===== config.mk =====
export PLATFORM = sky130hd
export DESIGN_NAME = fetch_unit
export DESIGN_NICKNAME = d
export VERILOG_FILES = /design/src/rtl/riscv_pkg.sv /design/src/rtl/fetch_skid_buf.sv /design/src/rtl/fetch_unit.sv
export SDC_FILE = /design/constraint.sdc
export NUM_CORES = 1
export LEC_CHECK = 0
export CORE_MARGIN = 5
export CORE_UTILIZATION = 31
export CTS_CLUSTER_DIAMETER = 200
export CTS_CLUSTER_SIZE = 10
export DETAILED_ROUTE_END_ITERATION = 10
export DONT_BUFFER_PORTS = 1
export GPL_ROUTABILITY_DRIVEN = 0
export GPL_TIMING_DRIVEN = 0
export PLACE_DENSITY_LB_ADDON = 0.15
export SLEW_MARGIN = 30
export SYNTH_ARGS = -nofsm -noshare
export SYNTH_HDL_FRONTEND = slang
export SYNTH_HIERARCHICAL = 1
export SYNTH_SLANG_ARGS = --single-unit

===== constraint.sdc =====
create_clock -name clk -period 6.5 [get_ports clk]
set_input_delay 1.3 -clock clk [delete_from_list [all_inputs] [get_ports clk]]
set_output_delay 1.3 -clock clk [all_outputs]
set_load 0.03 [all_outputs]

===== src/rtl/riscv_pkg.sv =====
// Shared RV32 definitions used by the fetch path.
package riscv_pkg;

    localparam int unsigned XLEN = 32;
    localparam logic [XLEN-1:0] INSTR_NOP = 32'h0000_0013;
    localparam logic [XLEN-1:0] DEFAULT_RESET_PC = 32'h0000_0000;

    typedef struct packed {
        logic [XLEN-1:0] pc;
        logic [XLEN-1:0] instr;
    } fetch_entry_t;

endpackage


===== src/rtl/fetch_skid_buf.sv =====
// Two-entry FIFO with flush; payload is opaque to this block.
module fetch_skid_buf #(
    parameter int unsigned Width = 64
) (
    input  logic             clk,
    input  logic             rst_n,
    input  logic             i_push,
    input  logic [Width-1:0] i_data,
    input  logic             i_pop,
    input  logic             i_flush,
    output logic [1:0]       o_count,
    output logic [Width-1:0] o_head
);

    logic [Width-1:0] r_mem [2];
    logic             r_rd_ptr;
    logic             r_wr_ptr;
    logic [1:0]       r_count;

    always_ff @(posedge clk or negedge rst_n) begin
        if (!rst_n) begin
            for (int i = 0; i < 2; i++) begin
                r_mem[i] <= '0;
            end
            r_rd_ptr <= 1'b0;
            r_wr_ptr <= 1'b0;
            r_count  <= 2'd0;
        end else if (i_flush) begin
            r_rd_ptr <= 1'b0;
            r_wr_ptr <= 1'b0;
            r_count  <= 2'd0;
        end else begin
            // With count == 2 and a pop, the write slot is the head being popped.
            if (i_push) begin
                r_mem[r_wr_ptr] <= i_data;
                r_wr_ptr        <= ~r_wr_ptr;
            end
            if (i_pop) begin
                r_rd_ptr <= ~r_rd_ptr;
            end
            r_count <= r_count + {1'b0, i_push} - {1'b0, i_pop};
        end
    end

    assign o_count = r_count;
    assign o_head  = r_mem[r_rd_ptr];

    a_no_overflow: assert property (@(posedge clk) disable iff (!rst_n)
        !(i_push && !i_pop && !i_flush && r_count == 2'd2));

    a_no_underflow: assert property (@(posedge clk) disable iff (!rst_n)
        !(i_pop && !i_flush && r_count == 2'd0));

endmodule


===== src/rtl/fetch_unit.sv =====
// Instruction fetch: PC generation, one-cycle memory tracking, redirect flush, skid buffer.
module fetch_unit
    import riscv_pkg::*;
#(
    parameter logic [XLEN-1:0] RESET_PC = DEFAULT_RESET_PC
) (
    input  logic            clk,
    input  logic            rst_n,
    output logic [XLEN-1:0] imem_pc_o,
    input  logic [XLEN-1:0] imem_instr_i,
    output logic [XLEN-1:0] instr_o,
    output logic [XLEN-1:0] pc_o,
    output logic            valid_o,
    input  logic            ready_i,
    input  logic            redirect_i,
    input  logic [XLEN-1:0] redirect_pc_i
);

    logic [XLEN-1:0] r_fetch_pc;
    logic            r_inflight_v;
    logic [XLEN-1:0] r_inflight_pc;

    logic [1:0]      w_count;
    logic            w_pop;
    logic            w_push;
    logic            w_issue;
    logic [2:0]      w_occupancy;
    logic [XLEN-1:0] w_redirect_tgt;
    fetch_entry_t    w_push_entry;
    fetch_entry_t    w_head;

    assign w_pop          = valid_o & ready_i;
    assign w_push         = r_inflight_v & ~redirect_i;
    assign w_redirect_tgt = redirect_pc_i & ~32'd3;
    assign w_push_entry   = '{pc: r_inflight_pc, instr: imem_instr_i};

    // Credit check: entries held after this edge plus the new request must fit in 2.
    assign w_occupancy = {1'b0, w_count} + {2'b00, r_inflight_v} - {2'b00, w_pop};
    assign w_issue     = (w_occupancy <= 3'd1);

    always_ff @(posedge clk or negedge rst_n) begin
        if (!rst_n) begin
            r_fetch_pc    <= RESET_PC;
            r_inflight_v  <= 1'b0;
            r_inflight_pc <= '0;
        end else if (redirect_i) begin
            r_fetch_pc   <= w_redirect_tgt;
            r_inflight_v <= 1'b0;
        end else if (w_issue) begin
            r_fetch_pc    <= r_fetch_pc + 32'd4;
            r_inflight_v  <= 1'b1;
            r_inflight_pc <= r_fetch_pc;
        end else begin
            r_inflight_v <= 1'b0;
        end
    end

    fetch_skid_buf #(
        .Width($bits(fetch_entry_t))
    ) u_skid_buf (
        .clk     (clk),
        .rst_n   (rst_n),
        .i_push  (w_push),
        .i_data  (w_push_entry),
        .i_pop   (w_pop),
        .i_flush (redirect_i),
        .o_count (w_count),
        .o_head  (w_head)
    );

    assign imem_pc_o = r_fetch_pc;
    assign valid_o   = (w_count != 2'd0);
    assign instr_o   = w_head.instr;
    assign pc_o      = w_head.pc;

endmodule


Word level (Yosys, flattened, before mapping)
Index checks and enable logic that the tools add are counted.
- memories: 0
- bits in writable memories: 0
- bits in latches: 0
- ROM bits: 0
- register bits after elaboration: 197
- output and inout port bits: 97
- word-level logic and storage cells: 46
- reduce and logical (&&, ||, !) cells: 7
- divide/modulo/power cells: 0
- $mul: 0
- add/subtract/negate cells: 5
- magnitude comparators: 4
- shift operators: 0
- equal/unequal tests: 0
- multiplexer cells: 15
- bitwise gates (word level): 7
- operators with widths (kind ; count):
    $mux 64 ; 4
    $bwmux 128 ; 1
    $demux 64 s1 ; 1
    $mux 32 ; 2
    $add 32x3->32 const B ; 1
    $reduce_bool 2->1 ; 4
    $mux 1 ; 6
    $ge 2x2->1 const B ; 2
    $not 1->2 ; 2
    $reduce_and 2->1 ; 2
    $add 2x1->3 ; 1
    $le 3x1->1 const B ; 1
    $not 1->1 ; 3
    $sub 3x1->3 ; 1
    $add 2x1->2 ; 1
    $and 1x1->1 ; 2
    $lt 2x1->1 const B ; 1
    $mux 2 ; 1
    $sub 2x1->2 ; 1
    $logic_and 1x1->1 ; 1

Depth between registers and ports, before layout
Gate-level depths: netlist of the first run.
- depth in word-level cells: 6
- depth in mapped cells: 16
- depth with buffers taken out: 13

Hierarchy
Netlist of the first run, hierarchy kept.
- by module, submodules not included (module ; cells an instance ; instances ; area each (µm²)):
    fetch_skid_buf ; 358 ; 1 ; 6048.3
    fetch_unit ; 279 ; 1 ; 2977.9

Worst setup path after synthesis of the first run
No wires, ideal clock.
- kind: input -> register
- start: input port ready_i
- end: register r_inflight_pc[11]
- arrival time: 3.501 ns
- path slack: 2.875 ns
- setup time: 0.125 ns
- stages on the path: 13
- data required time: 6.375 ns
- buffers on the path: 3
- cell sequence: and2_1 > ha_1 > inv_1 > ha_1 > inv_1 > fa_1 > xnor2_1 > and2_1 > buf_2 > nand2b_1 > buf_2 > buf_4 > mux2_2
- longest elaborated chain between the ends: 4
- ends and longest elaborated chain (item ; line ; RTL):
    start: declaration ; fetch_unit.sv:14 ; input logic ready_i,
    $and 1x1->1 ; fetch_unit.sv:32 ; assign w_pop = valid_o & ready_i;
    $sub 3x1->3 ; fetch_unit.sv:38 ; assign w_occupancy = {1'b0, w_count} + {2'b00, r_inflight_v} - {2'b00, w_pop};
    $le 3x1->1 ; fetch_unit.sv:39 ; assign w_issue = (w_occupancy <= 3'd1);
    $reduce_and 2->1 (no source line) ; -- ;
    end signal: assignment ; fetch_unit.sv:52 ; r_inflight_pc <= r_fetch_pc;
    end: declaration ; fetch_unit.sv:21 ; logic [XLEN-1:0] r_inflight_pc;
Every way passes these cells.
A chain may end at the register's enable or synchronous reset.

Final worst setup path of the first run
- start: register u_skid_buf.r_count[1] (netlist: u_skid_buf/o_count[1])
- end: register r_fetch_pc[31] (netlist: imem_pc_o[31])
- longest elaborated chain between the ends: 5
- ends and longest elaborated chain (item ; line ; RTL):
    start: declaration ; fetch_skid_buf.sv:18 ; logic [1:0] r_count;
    start signal: assignment ; fetch_skid_buf.sv:41 ; r_count <= r_count + {1'b0, i_push} - {1'b0, i_pop};
    $reduce_bool 2->1 ; fetch_unit.sv:72 ; assign valid_o = (w_count != 2'd0);
    named net valid_o ; fetch_unit.sv:13 ; output logic valid_o,
    $and 1x1->1 ; fetch_unit.sv:32 ;
    named net w_pop ; fetch_unit.sv:24 ; logic w_pop;
    $sub 3x1->3 ; fetch_unit.sv:38 ;
    $le 3x1->1 ; fetch_unit.sv:39 ;
    $reduce_bool 2->1 (no source line) ; -- ;
    end signal: assignment ; fetch_unit.sv:47 ; r_fetch_pc <= w_redirect_tgt;
    end signal: assignment ; fetch_unit.sv:50 ; r_fetch_pc <= r_fetch_pc + 32'd4;
    end: declaration ; fetch_unit.sv:19 ; logic [XLEN-1:0] r_fetch_pc;
The timed path passes the listed nets, and every way through them passes these cells.

==> results.md, run 1 <==
* Number of antenna violations at the first check in global routing at 0
* Number of distinct library cells after synthesis at 38
* Startpoint of the most critical setup path: u_skid_buf/o_count[1]
* Clock network fraction of total power at 0.210
* Area of the die at 0.0326 mm2
* Count of H-tree levels built during CTS at 4
* Post-route clock period utilization at 0.552
* Crit path launch type: flip-flop
* Clk_skew at 10.9 ps
* Final-stage net count at 735
* Top cell family by delay on the critical path: simple AND/OR/NAND/NOR gates
* Pint at 2.96 mW
* Post-detailed-route via-to-cell ratio at 4.76
* Overall via count from detail_route at 5,035
* Async set-reset flop share out of synthesis at 1.00
* Yosys warning count at 6
* Count of state elements after synthesis at 193
* Top post-synthesis cells by area: sky130_fd_sc_hd__dfrtp_1 54%, sky130_fd_sc_hd__mux2_2 18%, sky130_fd_sc_hd__mux2_4 10%, sky130_fd_sc_hd__xnor2_1 2.6%, sky130_fd_sc_hd__nand2_1 1.9%
* Placed Instances at 1,026
* Largest area contributor in the netlist: sky130_fd_sc_hd__dfrtp_1
* Post-CTS Hold Buffers at 0
* Critical path endpoint category: flip-flop
* Final ANT Viol Nets at 0
* Overall overflow remaining after global route at 0
* Terminus of the critical flop-to-flop path: imem_pc_o[31]
* Post-Synthesis Cell Area at 0.00903 mm2
* Sw Pwr at 1.92 mW
* Critical path buffer and inverter count at 2
* CP peak stage delay at 500 ps
* Most repeated cell in the gate-level netlist after synthesis: sky130_fd_sc_hd__dfrtp_1
* Number of search-and-repair iterations in the first detailed-routing pass at 4
* Root buffer cell: sky130_fd_sc_hd__clkbuf_16
* Slack of the worst reg-to-reg path at 2910 ps
* Slew HR at 0.621
* Most used flip-flop cell after synthesis: sky130_fd_sc_hd__dfrtp_1
* Pin count of the biggest net entering global routing at 194
* Critical Path Slowest Stage Cell: sky130_fd_sc_hd__nor4_1
* Worst reg2reg path depth at 12
* Total power divided by cell area at 485 mW/mm2
* Layout overhead on the synthesized area at 11.8%
* WL per Instance at 20.6 um
* Crit Path Class: reg2reg
* Worst slack at placement at 2430 ps
* Most instantiated cells after synthesis: 193 x sky130_fd_sc_hd__dfrtp_1, 145 x sky130_fd_sc_hd__mux2_2, 60 x sky130_fd_sc_hd__mux2_4
* Initial core utilization at 0.314
* Post-CTS resize count at 0
* Chip Height at 181 um
* DRC errors left at 0
* Setup TNS Final at 0 ps
* Count of max-cap constraint violations at 0
* Highest clock rate at 0.278 GHz
* Number of standard cells in the layout, taps in and fillers out at 1,058
* Overall power after layout at 4.89 mW
* Post-CTS setup buffer count at 0
* Hold Crit Class: reg2reg
* Avg Inst Size Synth at 14.2 um2
* RSZ-0062 raised after global routing: false
* Total count of hold-check failures in the final report at 0
* Yosys top cell area share at 0.535
* Crit path DAT at 3910 ps
* Final WL at 21,800 um
* CTS max path bufs at 2
* Part of the power in combinational logic at 0.378
* Final max-slew violation count at 0
* Clock latency of the later-clocked register in the worst-skew pair at 430 ps
* I/O pin total at 165
* Count of flip-flops with a built-in enable after synthesis at 0
* CTS clock-pin slew for the worst setup and hold paths at 80 ps
* Biggest fanout along the worst timing path at 4
* Instance area at placement at 0.00953 mm2
* Wire length of the first global-routing pass at 34,600 um
* Total number of clock tree sinks at 193
* Number of core rows at 62
* Number of cells on the critical path at 12
* Cell area after layout at 0.0101 mm2
* Share of total power in sequential cells at 0.412
* Period minus WS final at 3590 ps
* Die W at 181 um
* VDD IR-drop max at 168 uV
* Cells along the critical path: or2_2 > and2_1 > ha_1 > inv_1 > ha_1 > inv_1 > fa_1 > xnor2_1 > nand4_1 > nor4_1 > xor2_1 > mux2_2
* Outcome: finished, final reports clean
* Detailed router's first-iteration violation count at 219
* Detailed Place HPWL at 15,700 um
* Cell count after synthesis at 637
* Reg-to-reg critical path startpoint: u_skid_buf/o_count[1]
* Final Setup Violations at 0
* Cts bufs inserted at 17
* Fraction of final layout cells with drive strength greater than 1 at 0.412
* Antenna diode instance count at 0
* Core Region at 0.0287 mm2
* Leakage power figure at 4.54 nW
* TritonCTS clock tree: yes
* IO buf count at 0
* Sequential fraction of the synthesis area at 0.535
* Via count of the first global-routing pass at 5,571
* Required time at the worst-slack endpoint at 6820 ps
* Switching Share at 0.394
* Crit path to: imem_pc_o[31]
* Measured slew at the worst slew-check pin at 568 ps
* Setup WS post-layout at 2910 ps
* Overall routing resource usage at 0.136
stage by stage:
stage,hold WS [ps],util
2_1_floorplan,454,-
3_3_place_gp,467,0.332
3_5_place_dp,471,0.332
4_1_cts,487,0.351
5_1_grt,514,0.351
6_report,484,0.351
registers in the layout, summed over array words and instances, names as in the netlist:
name,count
imem_pc_o,30
r_inflight_pc,30
r_inflight_v,1
u_skid_buf/o_count,2
u_skid_buf/r_mem,128
u_skid_buf/r_rd_ptr,1
u_skid_buf/r_wr_ptr,1
cells by family after synthesis:
family | Yosys count | share of synthesized area
other | 1 | 0.000415
adders and majority gates | 6 | 0.00915
AOI/OAI and AO/OA | 33 | 0.0183
DFF | 193 | 0.535
muxes | 219 | 0.298
buffers and inverters | 50 | 0.0423
xor gates and xnor gates | 33 | 0.0335
and+or+nand+nor | 102 | 0.0632
placed cells by master, fill, tap and decap left out, drive strengths merged:
cell and instances:
nor2 7, nor3 9, nor3b 1, and3 2, nand3b 1, mux2 218, o21ai 33, or2 1
dfrtp 193, conb 6, fa 1, clkbuf 28, and2 4, nand3 9, nand2b 1, nor4b 1
and2b 1, nor2b 1, buf 30, inv 18, mux2i 1, clkinv 5, nor4 10, nand2 46
ha 5, xnor2 27, nand4 4, clkinvlp 1, and4 4, xor2 5, xnor3 1
how the worst min path moves through the flow:
stage                          start                    end  slack, ps  cells past startpoint
5_1_grt        u_skid_buf/r_mem[118]  u_skid_buf/r_mem[118]        510                      1
2_1_floorplan  u_skid_buf/r_mem[117]  u_skid_buf/r_mem[117]        450                      1
3_5_place_dp   u_skid_buf/r_mem[118]  u_skid_buf/r_mem[118]        470                      1
6_report       u_skid_buf/r_mem[118]  u_skid_buf/r_mem[118]        480                      1
4_1_cts        u_skid_buf/r_mem[118]  u_skid_buf/r_mem[118]        490                      1
3_3_place_gp   u_skid_buf/r_mem[118]  u_skid_buf/r_mem[118]        470                      1
layout make-up:
| class | count | area (um2) |
|---|---|---|
| Sequential cell | 193 | 4830 |
| Multi-Input combinational cell | 399 | 3830 |
| Clock buffer | 19 | 443 |
| Tap cell | 384 | 480 |
| Inverter | 11 | 41.3 |
| Buffer | 39 | 340 |
| Fill cell | 2817 | 18600 |
| Clock inverter | 13 | 119 |
metal layers:
| metal | vias up | GRT usage | part of all wire |
|---|---|---|---|
| met2 | 125 | 0.220 | 0.48 |
| met1 | 2618 | 0.170 | 0.44 |
| met5 | - | 0 | 0 |
| met4 | 0 | 0.0408 | 0.014 |
| li1 | 2272 | - | - |
| met3 | 20 | 0.0499 | 0.072 |
power by group through the flow:
stage | Sequential [mW] | Clock [mW] | Combinational (mW)
finish | 2.01 | 1.03 | 1.85
global route | 2.08 | 1.11 | 1.97
CTS | 2.02 | 1.06 | 1.89
detailed placement | 2.04 | 0 | 1.88
global placement | 2.00 | 0 | 1.85
floorplan | 1.92 | 0 | 1.61
Note: power is estimated with default switching activity, not from simulation.
==> run 2, diff against run 1 <==
clock period = 3.54 ns   (was 6.5 ns; I/O delays follow)
==> run 2 against run 1 <==
The run now ends with hold timing left. Wire length grew 0.13%. Clock power grew 83%. Count of clock-buffer cells in the layout is the same. Core utilization grew 0.14 points. Power grew 84%. Critical path type unchanged. Largest cell class unchanged. Largest power group unchanged.
==> results.md, run 2 (same netlist as run 1, synthesis figures left out) <==
* Outcome: complete, but fails checks
* Failing checks: hold timing
* Met3 global-route usage at 0.0499
* WL per Instance at 20.6 um
* Total power divided by cell area at 889 mW/mm2
* Overall overflow remaining after global route at 0
* Slack of the worst reg-to-reg path at 180 ps
* Measured slew at the worst slew-check pin at 557 ps
* Met2 Resource Use GR at 0.221
* Number of antenna violations at the first check in global routing at 0
* IO buf count at 0
* VDD IR-drop max at 309 uV
* Pin count of the biggest net entering global routing at 194
* Fraction of final layout cells with drive strength greater than 1 at 0.419
* Clock latency of the later-clocked register in the worst-skew pair at 430 ps
* Number of core rows at 62
* Count of H-tree levels built during CTS at 4
* Area of the die at 0.0326 mm2
* Core Region at 0.0287 mm2
* Antenna diode instance count at 0
* Final Setup Violations at 0
* Final ANT Viol Nets at 0
* Count of filler cells inserted in the layout at 2,810
* Final max-slew violation count at 0
* Root buffer cell: sky130_fd_sc_hd__clkbuf_16
* Most frequent standard cell in the layout excluding fill and tap cells: sky130_fd_sc_hd__dfrtp_1
* Overall routing resource usage at 0.136
* Critical path endpoint category: flip-flop
* Critical Path Slowest Stage Cell: sky130_fd_sc_hd__dfrtp_1
* I/O pin total at 165
* CTS max path bufs at 2
* Cell area after layout at 0.0101 mm2
* Initial core utilization at 0.314
* Register with the most flip-flops: u_skid_buf/r_mem
* Final-stage net count at 737
* DRC errors left at 0
* Clk_skew at 12.1 ps
* TritonCTS clock tree: yes
* Via count of the first global-routing pass at 5,587
* Count of max-cap constraint violations at 0
* Total number of clock tree sinks at 193
* Setup TNS Final at 0 ps
* Number of search-and-repair iterations in the first detailed-routing pass at 4
* Hold Crit Class: in2async
* Detailed router's first-iteration violation count at 243
* RSZ-0062 raised after global routing: false
* Highest clock rate at 0.298 GHz
* Layout overhead on the synthesized area at 12.2%
* Biggest fanout along the worst timing path at 10
* Hold slack final at -31.7 ps
* Instance area at placement at 0.00953 mm2
* Commonest cells after routing, fill and taps aside: 193 x sky130_fd_sc_hd__dfrtp_1, 145 x sky130_fd_sc_hd__mux2_2, 60 x sky130_fd_sc_hd__mux2_4, 46 x sky130_fd_sc_hd__nand2_1, 26 x sky130_fd_sc_hd__xnor2_1
* Crit path DAT at 3670 ps
* CP peak stage delay at 460 ps
* Cells along the critical path: or2_4 > and2_1 > ha_1 > inv_1 > ha_1 > inv_1 > fa_1 > xnor2_2 > and2_1 > buf_2 > nand2b_1 > clkbuf_4 > buf_4 > mux2_2
* Crit path launch type: flip-flop
* GR Layer Usage met1 at 0.170
* Post-detailed-route via-to-cell ratio at 4.75
* Period minus WS final at 3360 ps
* CTS clock-pin slew for the worst setup and hold paths at 80 ps
* Cts bufs inserted at 17
* Detailed Place HPWL at 15,700 um
* Leakage power figure at 4.55 nW
* Global-route layer with the greatest usage: met2
* Total count of hold-check failures in the final report at 74
* Overall via count from detail_route at 5,037
* Crit Path Class: reg2reg
* Slew HR at 0.629
* Number of flip-flops under the largest register name at 128
* Die W at 181 um
* Required time at the worst-slack endpoint at 3860 ps
* Post-route clock period utilization at 0.948
* Chip Height at 181 um
* Wire length of the first global-routing pass at 34,700 um
* Final WL at 21,800 um
run 2: cell types whose count changed in the layout (fill, tap and decap cells not counted), sizes merged:
| cell | before | now |
|---|---|---|
| clkbuf | 28 | 29 |
| buf | 30 | 31 |
run 2: layout make-up:
type,count,area [um2],area share
Sequential cell,193,4830,0.477
Multi-Input combinational cell,399,3850,0.380
Tap cell,384,480,0.0474
Clock buffer,19,443,0.0437
Buffer,39,348,0.0344
Clock inverter,13,119,0.0117
Inverter,11,41.3,0.00408
Timing Repair Buffer,2,15.0,0.00148
run 2: worst paths after layout:
path | from | to | cells past startpoint
hold / removal | rst_n | u_skid_buf/r_mem[26] | 0
hold reg to reg | u_skid_buf/r_mem[118] | u_skid_buf/r_mem[118] | 1
max in group asynchronous | rst_n | u_skid_buf/r_mem[49] | 0
min in group clk | redirect_i | u_skid_buf/r_wr_ptr | 1
setup / recovery | u_skid_buf/o_count[1] | r_inflight_pc[21] | 14
setup reg to reg | u_skid_buf/o_count[1] | r_inflight_pc[21] | 14
run 2: metrics by stage:
| step | setup slack [ps] | instances | power (mW) | util |
|---|---|---|---|---|
| finish | 183 | 1060 | 9.00 | 0.353 |
| global route | 1.77 | 1060 | 9.50 | 0.353 |
| CTS | 21.5 | 1060 | 9.14 | 0.352 |
| detailed placement | -126 | 1026 | 7.20 | 0.332 |
| global placement | -45.4 | 1026 | 7.08 | 0.332 |
| floorplan | 365 | 642 | 6.48 | - |
run 2: what timing repair did:
item	CTS	global route
endpoints found under the hold margin	193	193
buffers inserted	2	0
pin swaps	1	1
setup endpoints to repair	11	37
resized for setup	2	5
run 2: metal layers:
metal / routed length, um / part of all wire
met4: 300 / 0.014
met1: 9530 / 0.44
met2: 10400 / 0.48
met3: 1560 / 0.071
met5: 0 / 0
run 2: critical path: cells and delay by family (launching register included):
kind                       cells  cell delay [ps]
adders and majority gates      3              820
and+or+nand+nor                4              760
buffers and inverters          5              670
DFF                            1              460
muxes                          1              340
xor gates and xnor gates       1              170
run 2: report_power, final:
part           switching [mW]  leakage [nW]  internal, mW
clock network           0.936         0.276         0.950
logic                    1.95          1.84          1.47
registers               0.656          2.44          3.04
==> run 3, diff against run 2 <==
RECOVER_POWER = 100   (was unset)
==> run 3 against run 2 <==
The flow still finishes with violations (hold timing). Critical path depth shrank 1. Power shrank 3.7%. Sequential share of layout area grew 1.8 points. Cell count is the same. Hold slack gained 1.1 ps. Non-clock buffer count is the same. Worst setup slack lost 5.4 ps. Core utilization shrank 1.3 points. Die area is the same. Highest routed layer unchanged.
==> results.md, run 3 (same netlist as run 1, synthesis figures left out) <==
* CP peak stage delay at 460 ps
* Final max-slew violation count at 0
* Setup TNS Final at 0 ps
* FF+latch area at 0.00483 mm2
* Overall overflow remaining after global route at 0
* Final-stage net count at 737
* Final WL at 21,700 um
* Clk_skew at 11.8 ps
* Clock latency of the later-clocked register in the worst-skew pair at 430 ps
* CTS clock-pin slew for the worst setup and hold paths at 80 ps
* Die W at 181 um
* Via count of the first global-routing pass at 5,587
* Detailed Place HPWL at 15,700 um
* Register with the most flip-flops: u_skid_buf/r_mem
* Area of the multi-input gates at 0.00364 mm2
* Chip Height at 181 um
* Critical path endpoint category: flip-flop
* Total power divided by cell area at 889 mW/mm2
* Number of standard cells in the layout, taps in and fillers out at 1,060
* Overall via count from detail_route at 5,079
* Overall routing resource usage at 0.136
* Crit path DAT at 3660 ps
* Crit Path Class: reg2reg
* Instance area at placement at 0.00953 mm2
* Hold Crit Class: in2async
* Pin count of the biggest net entering global routing at 194
* Highest clock rate at 0.297 GHz
* Slew HR at 0.471
* RSZ-0062 raised after global routing: false
* CTS max path bufs at 2
* I/O pin total at 165
* WL per Instance at 20.5 um
* Total count of hold-check failures in the final report at 75
* Antenna diode instance count at 0
* VDD IR-drop max at 298 uV
* Period minus WS final at 3360 ps
* Failing checks: hold timing
* Final Setup Violations at 0
* Placed Instances at 1,026
* Leakage power figure at 4.30 nW
* Hold slack final at -30.6 ps
* Number of antenna violations at the first check in global routing at 0
* Overall power after layout at 8.67 mW
* Wire length of the first global-routing pass at 34,700 um
* Count of filler cells inserted in the layout at 2,880
* DRC errors left at 0
* Cell area after layout at 0.00976 mm2
* Crit path launch type: flip-flop
* Most frequent standard cell in the layout excluding fill and tap cells: sky130_fd_sc_hd__dfrtp_1
* Count of max-cap constraint violations at 0
* Slack of the worst reg-to-reg path at 180 ps
* Number of flip-flops under the largest register name at 128
* Count of H-tree levels built during CTS at 4
* Core Region at 0.0287 mm2
* IO buf count at 0
* Post-route clock period utilization at 0.950
* Layout overhead on the synthesized area at 8.08%
* Number of search-and-repair iterations in the first detailed-routing pass at 4
* Critical Path Slowest Stage Cell: sky130_fd_sc_hd__dfrtp_1
* Measured slew at the worst slew-check pin at 794 ps
* TritonCTS clock tree: yes
* Final ANT Viol Nets at 0
* Cells along the critical path: or2_4 > and2_1 > ha_1 > inv_1 > ha_1 > inv_1 > fa_1 > xnor2_2 > nand4_1 > clkbuf_2 > nor4_2 > xnor2_1 > o21ai_1
* Biggest fanout along the worst timing path at 10
* Outcome: complete, but fails checks
* Required time at the worst-slack endpoint at 3840 ps
* Number of core rows at 62
* Total number of clock tree sinks at 193
* Post-detailed-route via-to-cell ratio at 4.79
* Worst reg2reg path depth at 13
* Cts bufs inserted at 17
* Area of the die at 0.0326 mm2
* Detailed router's first-iteration violation count at 202
* Commonest cells after routing, fill and taps aside: 193 x sky130_fd_sc_hd__dfrtp_1, 117 x sky130_fd_sc_hd__mux2_1, 88 x sky130_fd_sc_hd__mux2_2, 46 x sky130_fd_sc_hd__nand2_1
* Root buffer cell: sky130_fd_sc_hd__clkbuf_16
* Fraction of final layout cells with drive strength greater than 1 at 0.229
* Worst slack at placement at -126 ps
* Initial core utilization at 0.314
* Setup WS post-layout at 178 ps
## run 3: cell types whose count changed in the layout (fill, tap and decap cells not counted), sizes merged
| cell | delta |
|---|---|
| clkbuf | +23 |
| buf | -23 |
## run 3: repair_timing
action / 4_1_cts / 5_1_grt
endpoints found under the setup margin: 11 / 37
resized for setup: 2 / 5
setup buffers: 2 / 0
gates cloned: 0 / 0
endpoints found under the hold margin: 193 / 193
pin swaps: 1 / 1
## run 3: final timing paths
kind,from,end
max,u_skid_buf/o_count[1],imem_pc_o[28]
min,rst_n,u_skid_buf/r_mem[90]
max reg2reg,u_skid_buf/o_count[1],imem_pc_o[28]
min reg2reg,u_skid_buf/r_mem[118],u_skid_buf/r_mem[118]
max in group asynchronous,rst_n,u_skid_buf/r_mem[39]
min in group clk,redirect_i,u_skid_buf/r_wr_ptr
## run 3: cell type report
type / count / share of cell area
Timing Repair Buffer: 2 / 0.00154
Tap cell: 384 / 0.0492
Multi-Input combinational cell: 399 / 0.373
Sequential cell: 193 / 0.495
Buffer: 39 / 0.0189
Inverter: 11 / 0.00423
Clock buffer: 19 / 0.0454
Clock inverter: 13 / 0.0122
## run 3: metrics by stage
step,utilization,hold slack [ps]
2_1_floorplan,-,412
3_3_place_gp,0.332,421
3_5_place_dp,0.332,422
4_1_cts,0.352,-61.7
5_1_grt,0.340,-68.6
6_report,0.340,-30.6
## run 3: power by group
part / leakage (nW) / total (mW) / switching, mW / internal (mW)
sequential: 2.44 / 3.68 / 0.637 / 3.04
clock: 0.276 / 1.88 / 0.934 / 0.950
combinational: 1.59 / 3.11 / 1.94 / 1.17
## run 3: critical path, delay by kind of cell, from the launching register on
| family | cells | cell delay (ps) |
|---|---|---|
| XOR/XNOR | 2 | 370 |
| buffers and inverters | 3 | 410 |
| adder cells (fa/ha/maj) | 3 | 820 |
| AND/OR/NAND/NOR | 4 | 1070 |
| AO/OA/AOI/OAI | 1 | 80 |
| flip-flops | 1 | 460 |
## run 3: routing by layer
| metal | up-vias | wire length, um | global-route usage |
|---|---|---|---|
| li1 | 2275 | - | - |
| met1 | 2632 | 9430 | 0.170 |
| met2 | 144 | 10300 | 0.221 |
| met3 | 28 | 1630 | 0.0499 |
| met4 | 0 | 375 | 0.0408 |
| met5 | - | 0 | 0 |
